File: config.mk
export PLATFORM = sky130hd
export DESIGN_NAME = intc_ctrl
export DESIGN_NICKNAME = d
export VERILOG_FILES = /design/src/rtl/intc_pkg.sv /design/src/rtl/intc_sync_edge.sv /design/src/rtl/intc_ctrl.sv
export SDC_FILE = /design/constraint.sdc
export NUM_CORES = 1
export LEC_CHECK = 0
export CAP_MARGIN = 20
export CORE_MARGIN = 4
export CORE_UTILIZATION = 43
export DETAILED_ROUTE_END_ITERATION = 6
export MAX_ROUTING_LAYER = met4
export PLACE_DENSITY = 0.84
export SYNTH_ARGS = -nofsm -noshare
export SYNTH_HDL_FRONTEND = slang
export SYNTH_SLANG_ARGS = --single-unit
export TNS_END_PERCENT = 5
File: constraint.sdc
create_clock -name clk -period 3 [get_ports clk]
set_clock_uncertainty 0.1 [all_clocks]
set_input_delay 0.9 -clock clk [delete_from_list [all_inputs] [get_ports clk]]
set_output_delay 0.9 -clock clk [all_outputs]
set_load 0.02 [all_outputs]
File: src/rtl/intc_pkg.sv
// ============================================================================
// Module      : intc_pkg
// Description : Register offsets, VECTOR layout and priority helper for intc.
// Revision    : 1.0
// ============================================================================
`default_nettype none

package intc_pkg;

    localparam logic [1:0] INTC_PENDING = 2'd0;
    localparam logic [1:0] INTC_MASK    = 2'd1;
    localparam logic [1:0] INTC_MODE    = 2'd2;
    localparam logic [1:0] INTC_VECTOR  = 2'd3;

    localparam int VEC_VALID_BIT = 31;
    localparam int ID_W          = 5;

    // Scanning downward leaves the lowest set index, which is the highest priority.
    function automatic logic [ID_W-1:0] lowest_id(input logic [31:0] v);
        logic [ID_W-1:0] id;
        id = '0;
        for (int i = 31; i >= 0; i--) begin
            if (v[i]) id = ID_W'(i);
        end
        return id;
    endfunction

endpackage

`default_nettype wire

File: src/rtl/intc_sync_edge.sv
// ============================================================================
// Module      : intc_sync_edge
// Description : Per-source synchroniser chain plus edge-history flop.
// Revision    : 1.0
// ============================================================================
`default_nettype none

module intc_sync_edge #(
    parameter int SYNC_STAGES = 2
) (
    input  logic clk,
    input  logic reset,
    input  logic src,
    output logic s,
    output logic rise
);

    logic [SYNC_STAGES-1:0] r_chain;
    logic                   r_hist;

    always_ff @(posedge clk or posedge reset) begin
        if (reset) begin
            r_chain <= '0;
            r_hist  <= 1'b0;
        end else begin
            r_chain <= {r_chain[SYNC_STAGES-2:0], src};
            r_hist  <= r_chain[SYNC_STAGES-1];
        end
    end

    assign s    = r_chain[SYNC_STAGES-1];
    assign rise = r_chain[SYNC_STAGES-1] & ~r_hist;

endmodule

`default_nettype wire

File: src/rtl/intc_ctrl.sv
// ============================================================================
// Module      : intc_ctrl
// Description : Bus-slave interrupt controller: pending/mask/mode, priority
//               vector and one registered CPU interrupt request.
// Revision    : 1.0
// ============================================================================
`default_nettype none

module intc_ctrl
    import intc_pkg::*;
#(
    parameter int NSRC        = 6,
    parameter int SYNC_STAGES = 2
) (
    input  logic            clk,
    input  logic            reset,
    input  logic [NSRC-1:0] src,
    input  logic            sel,
    input  logic [1:0]      addr,
    input  logic            we,
    input  logic [3:0]      be,
    input  logic [31:0]     wdata,
    output logic [31:0]     rdata,
    output logic            irq
);

    // Registers are held at 32 bits; bits at or above NSRC are forced to zero.
    localparam logic [31:0] C_SRC_MASK = (NSRC >= 32) ? 32'hFFFF_FFFF
                                                      : ((32'd1 << NSRC) - 32'd1);

    logic [31:0]     r_pending;
    logic [31:0]     r_mask;
    logic [31:0]     r_mode;
    logic            r_irq;

    logic [31:0]     w_s;
    logic [31:0]     w_rise;
    logic [31:0]     w_be_bits;
    logic [31:0]     w_wr_bits;
    logic [31:0]     w_clr;
    logic [31:0]     w_pend_next;
    logic [31:0]     w_act;
    logic            w_valid;
    logic [ID_W-1:0] w_id;
    logic            w_wr;

    genvar gi;
    generate
        for (gi = 0; gi < NSRC; gi++) begin : g_src
            intc_sync_edge #(
                .SYNC_STAGES (SYNC_STAGES)
            ) u_sync (
                .clk   (clk),
                .reset (reset),
                .src   (src[gi]),
                .s     (w_s[gi]),
                .rise  (w_rise[gi])
            );
        end
        if (NSRC < 32) begin : g_pad
            assign w_s[31:NSRC]    = '0;
            assign w_rise[31:NSRC] = '0;
        end
    endgenerate

    assign w_wr      = sel & we;
    assign w_be_bits = {{8{be[3]}}, {8{be[2]}}, {8{be[1]}}, {8{be[0]}}};
    assign w_wr_bits = w_be_bits & C_SRC_MASK;
    assign w_clr     = (w_wr && addr == INTC_PENDING) ? (wdata & w_wr_bits) : '0;

    // Edge bits: a rise in the same cycle as a clear wins. Level bits follow s.
    assign w_pend_next = ((r_mode & (w_rise | (r_pending & ~w_clr))) |
                          (~r_mode & w_s)) & C_SRC_MASK;

    assign w_act   = r_pending & r_mask;
    assign w_valid = |w_act;
    assign w_id    = lowest_id(w_act);

    always_ff @(posedge clk or posedge reset) begin
        if (reset) begin
            r_pending <= '0;
            r_mask    <= '0;
            r_mode    <= C_SRC_MASK;
            r_irq     <= 1'b0;
        end else begin
            r_pending <= w_pend_next;
            r_irq     <= w_valid;
            if (w_wr && addr == INTC_MASK) begin
                r_mask <= (r_mask & ~w_wr_bits) | (wdata & w_wr_bits);
            end
            if (w_wr && addr == INTC_MODE) begin
                r_mode <= (r_mode & ~w_wr_bits) | (wdata & w_wr_bits);
            end
        end
    end

    always_comb begin
        rdata = '0;
        case (addr)
            INTC_PENDING: rdata = r_pending;
            INTC_MASK:    rdata = r_mask;
            INTC_MODE:    rdata = r_mode;
            INTC_VECTOR: begin
                rdata[VEC_VALID_BIT] = w_valid;
                rdata[ID_W-1:0]      = w_id;
            end
            default:      rdata = '0;
        endcase
    end

    assign irq = r_irq;

endmodule

`default_nettype wire

[Word level (Yosys, flattened, before mapping)]
Cells that the tools add are included.
Cells by class
  bitwise operators: 27
  reduce and logical (&&, ||, !) cells: 5
  eq/ne operators: 3
  mux-type cells: 36
Operator list (count)
  $mux W5: 32
  $pmux W26 S3: 1
  $and A32 B32 Y32: 2
  $or A32 B32 Y32: 2
  $and A32 B6 Y32: 1
  $and A6 B32 Y32: 1
  $not A6 Y32: 1
  $reduce_or A32 Y1: 1
  $pmux W5 S4: 1
  $and A6 B6 Y6: 3
  $not A6 Y6: 2
  $or A6 B6 Y6: 2
  $and A1 B1 Y1: 7
  $mux W6: 1
  $not A1 Y1: 6
  $eq A2 B2 Y1 const B: 2
  $pmux W1 S4: 1
  $logic_and A1 B1 Y1: 3
  $eq A2 B1 Y1 const B: 1
  $logic_not A2 Y1: 1
Storage, ports and cells
  logic and storage cells: 87
  output and inout port bits: 33
  bits in registers: 89

[Longest topological paths before layout]
  depth after elaboration: 34
  gate-level depth with buffers: 5
  depth with buffers taken out: 4

[By module]
A second synthesis with hierarchy kept.
Unflattened totals
  cells, all modules: 162
  area total of the unflattened synthesis: 1795.5 um^2
Modules (own cells, without submodules)
  intc_ctrl: area an instance 1239.9 um^2, times used 1, seq. area each 483.0 um^2, cells an instance 132
  intc_sync_edge: area an instance 92.6 um^2, times used 6, seq. area each 75.1 um^2, cells an instance 5

[Worst setup path after synthesis]
Ideal clock, no wire load.
  path type: in2out
  from: input port addr[0]
  to: output port rdata[3]
  slack: 0.157 ns
  stages on the path: 4
  buffers on the path: 2
  arrival time: 1.843 ns
  cell sequence: buf_2 buf_2 mux2i_1 o21ai_0
Between the ends
  cells in the longest elaborated chain, start to end: 2
  elaborated cells on any way between the ends: 5
RTL lines
  start: declaration: line intc_ctrl.sv:19  | input logic [1:0] addr,
  $eq A2 B2 Y1, or another cell as far along: line intc_ctrl.sv:99  | case (addr)
  $pmux W5 S4 (*): line intc_ctrl.sv:99
  end: declaration: line intc_ctrl.sv:23  | output logic [31:0] rdata,
Mark *: on every way between the ends. The rest lies on a longest branch, timed or not.

[Worst setup path in the final report]
  from: input port addr[1]
  to: output port rdata[2]
Same word-level chain as after synthesis.

==> results by group <==
Setup path
  • Startpoint Class: input pin
  • CP required: 2.00 ns
  • Most used cell along the critical path: buf_6
  • R2R Path Start: r_pending[3]
  • Worst Reg-to-Reg Cells: 2
  • Crit path cell chain: dlygate4sd2_1, buf_6, buf_12, o32a_1, buf_6
  • Slowest stage delay, CP: 0.36 ns
  • Crit path kind: in -> out
  • Slowest stage cell, crit path: o32a_1
  • Critical Path Start: addr[1]
  • Critical path arrival: roughly 1.9 ns
  • Endpoint class of the critical path: primary output
  • Worst path top cell family by delay: buffers and inverters
  • Worst Path Max Fanout: 6
  • Reg-to-Reg End: irq
  • Worst reg-to-reg setup slack: roughly 1.9 ns
  • Bufs and invs on worst path: 4

Synthesis
  • Register area share after synthesis: 0.556
  • Mapped Cells: between 100 and 150
  • Main synth FF type: dfrtp_1
  • Cell variety after synth: 23
  • Mapped Area: about 0.0017 mm^2
  • Synth warnings: 0
  • #FFs+latches synth: 37
  • Mean post-synth cell area: ~12 um^2
  • Asr flop ratio synth: 1.00
  • Post-synth EDFFs: 0

Floorplan
  • Number of cell rows: 22
  • Initial Util: 0.452
  • Die area: 0.00497 mm^2
  • Core area: ~0.0037 mm^2
  • Die Span Y: roughly 70 um
  • Die width: 70.5 um
  • Top-Level Pins: 81

GRT
  • Vias in the first global route: about 1.0k
  • Largest net degree at the start of global routing: 38
  • Global-route wire length before repair: 4.99 mm
  • Initial antenna violation count: 0
  • Gr usage total: 0.135
  • GR Overflow Total: 0

Clocking
  • Post-CTS Setup Bufs: 0
  • CTS tree: yes
  • TritonCTS Buffers: 5
  • H-tree lvl count: 2
  • Clk root buf: clkbuf_8
  • Clock Tree Buf Depth: 2
  • Clock Sinks: 37
  • Clock latency on the worst-skew pair: 0.29 ns
  • CTS clk-pin slew, worst paths: 0.07 ns

Timing
  • Slew Viols, Final: 0
  • Setup violators final: 0
  • Setup ws final: 0.0767 ns
  • Minimum clock period: 2.92 ns
  • Final hold vios: 0
  • Fmax: around 0.34 GHz
  • Crit share post-route: 0.974
  • Unrepaired setup endpoints after global routing: no
  • Slew @ Worst Pin: ~0.53 ns
  • Max transition margin: 0.644

Placement
  • Cells after DPL: 218
  • GP Congestion: ~0.83
  • Pre-CTS setup slack: -0.646 ns
  • DP HPWL: ~2.3 mm
  • IO Port Bufs: 26

Cells and area
  • Nets: approximately 230
  • Ant. Diodes: 0
  • Fillers: between 300 and 400
  • FF+latch area: around 930 um^2
  • Most common cell after layout, fill and taps aside: dfrtp_1
  • Commonest non-fill, non-tap cells in the layout: dfrtp_1 (31), conb_1 (25), nand2_1 (20)
  • Cell Count, Final, Fillers Out: roughly 230
  • Layout area overhead: 22.7%
  • Multi-input logic area: 642 um^2
  • Share of cells above drive strength 1: 0.275

Routing
  • 1st-iter DRT viols: 54
  • Vias/cell: about 4.8
  • Routed Wire Length: between 3 and 4 mm
  • DRC: 0
  • WL/cell: roughly 14 um
  • Routed via count: approximately 1.1k
  • DRT Pass-1 Iters: 4
  • Number of routed nets with antenna violations: 0

Hold path
  • Worst Hold Launch: g_src[1].u_sync.r_chain[0]
  • Worst hold path class: reg -> reg
  • Worst hold path depth: 0
  • Hold EP: g_src[1].u_sync.r_chain[1]

Outcome
  • Status: complete, no violations

Pwr
  • Cell Pwr Density: 636 mW/mm^2
  • Max VDD drop: around 280 uV
  • Leakage: roughly 0.9 nW

Flow run
  • Max-capacitance violation count: 0
-- routing by layer --
metal / track usage / share of wire / up-vias
met1: 0.154 / 0.40 / 527
met4: 0.0511 / 0.021 / 0
met3: 0.0590 / 0.069 / 8
li1: - / - / 515
met2: 0.209 / 0.51 / 33
met5: - / 0 / -
-- worst max path at each step --
stage,cells after the start,endpoint
2_1_floorplan,4,rdata[3]
4_1_cts,6,rdata[2]
6_report,5,rdata[2]
3_3_place_gp,6,rdata[0]
5_1_grt,5,rdata[3]
3_5_place_dp,6,rdata[2]
-- what timing repair did --
item / CTS / global route
endpoints found under the hold margin: 0 / 0
pin swaps: 1 / 0
endpoints found under the setup margin: 7 / 3
gates resized for setup: 39 / 3
hold buffers: 0 / 0
-- metrics by stage --
stage          power (mW)  hold slack [ns]  TNS, ns  utilization  cell area, um^2
2_1_floorplan       0.852            0.231        0            -             1770
3_3_place_gp        0.934            0.231    -3.74        0.525             1950
3_5_place_dp        0.948            0.240    -3.73        0.525             1950
4_1_cts              1.32            0.255        0        0.554             2060
5_1_grt              1.38            0.259        0        0.554             2060
6_report             1.31            0.253        0        0.554             2060
-- cells in the mapped netlist (3+ instances only) --
| library cell | number | area, um^2 |
|---|---|---|
| a21oi_1 | 4 | 20.0 |
| dfrtp_1 | 31 | 776 |
| nand2b_1 | 3 | 18.8 |
| buf_4 | 25 | 188 |
| dfstp_2 | 6 | 158 |
| mux2_2 | 12 | 135 |
| nand2_1 | 21 | 78.8 |
| o21ai_0 | 4 | 20.0 |
| nor2b_1 | 4 | 25.0 |
| nor3_1 | 3 | 15.0 |
| a32o_1 | 7 | 70.1 |
| buf_2 | 3 | 15.0 |
| mux2i_1 | 3 | 30.0 |
-- where the power goes --
part	leakage, nW	internal, mW	switching [mW]	total, mW
clock	0.0542	0.207	0.169	0.376
combinational	0.421	0.137	0.146	0.283
sequential	0.426	0.585	0.0654	0.651
total	0.901	0.930	0.380	1.31
-- kinds of logic (layout without fill, tap and decap cells) --
logic type,after synthesis,count (layout),share of synthesized area
and+or+nand+nor,38,38,0.126
muxes,15,15,0.0984
DFF,37,37,0.556
other,1,25,0.00223
buffers and inverters,30,43,0.125
AOI/OAI and AO/OA,20,20,0.0917
-- cell type report --
type,count,area share
well taps,48,0.0292
clock buffers,7,0.0468
multi-input cells,98,0.312
flip-flops and latches,37,0.453
clock inverters,1,0.00243
repair buffers,33,0.153
inverters,2,0.00365
No activity file was read; power rests on OpenSTA's default activity.
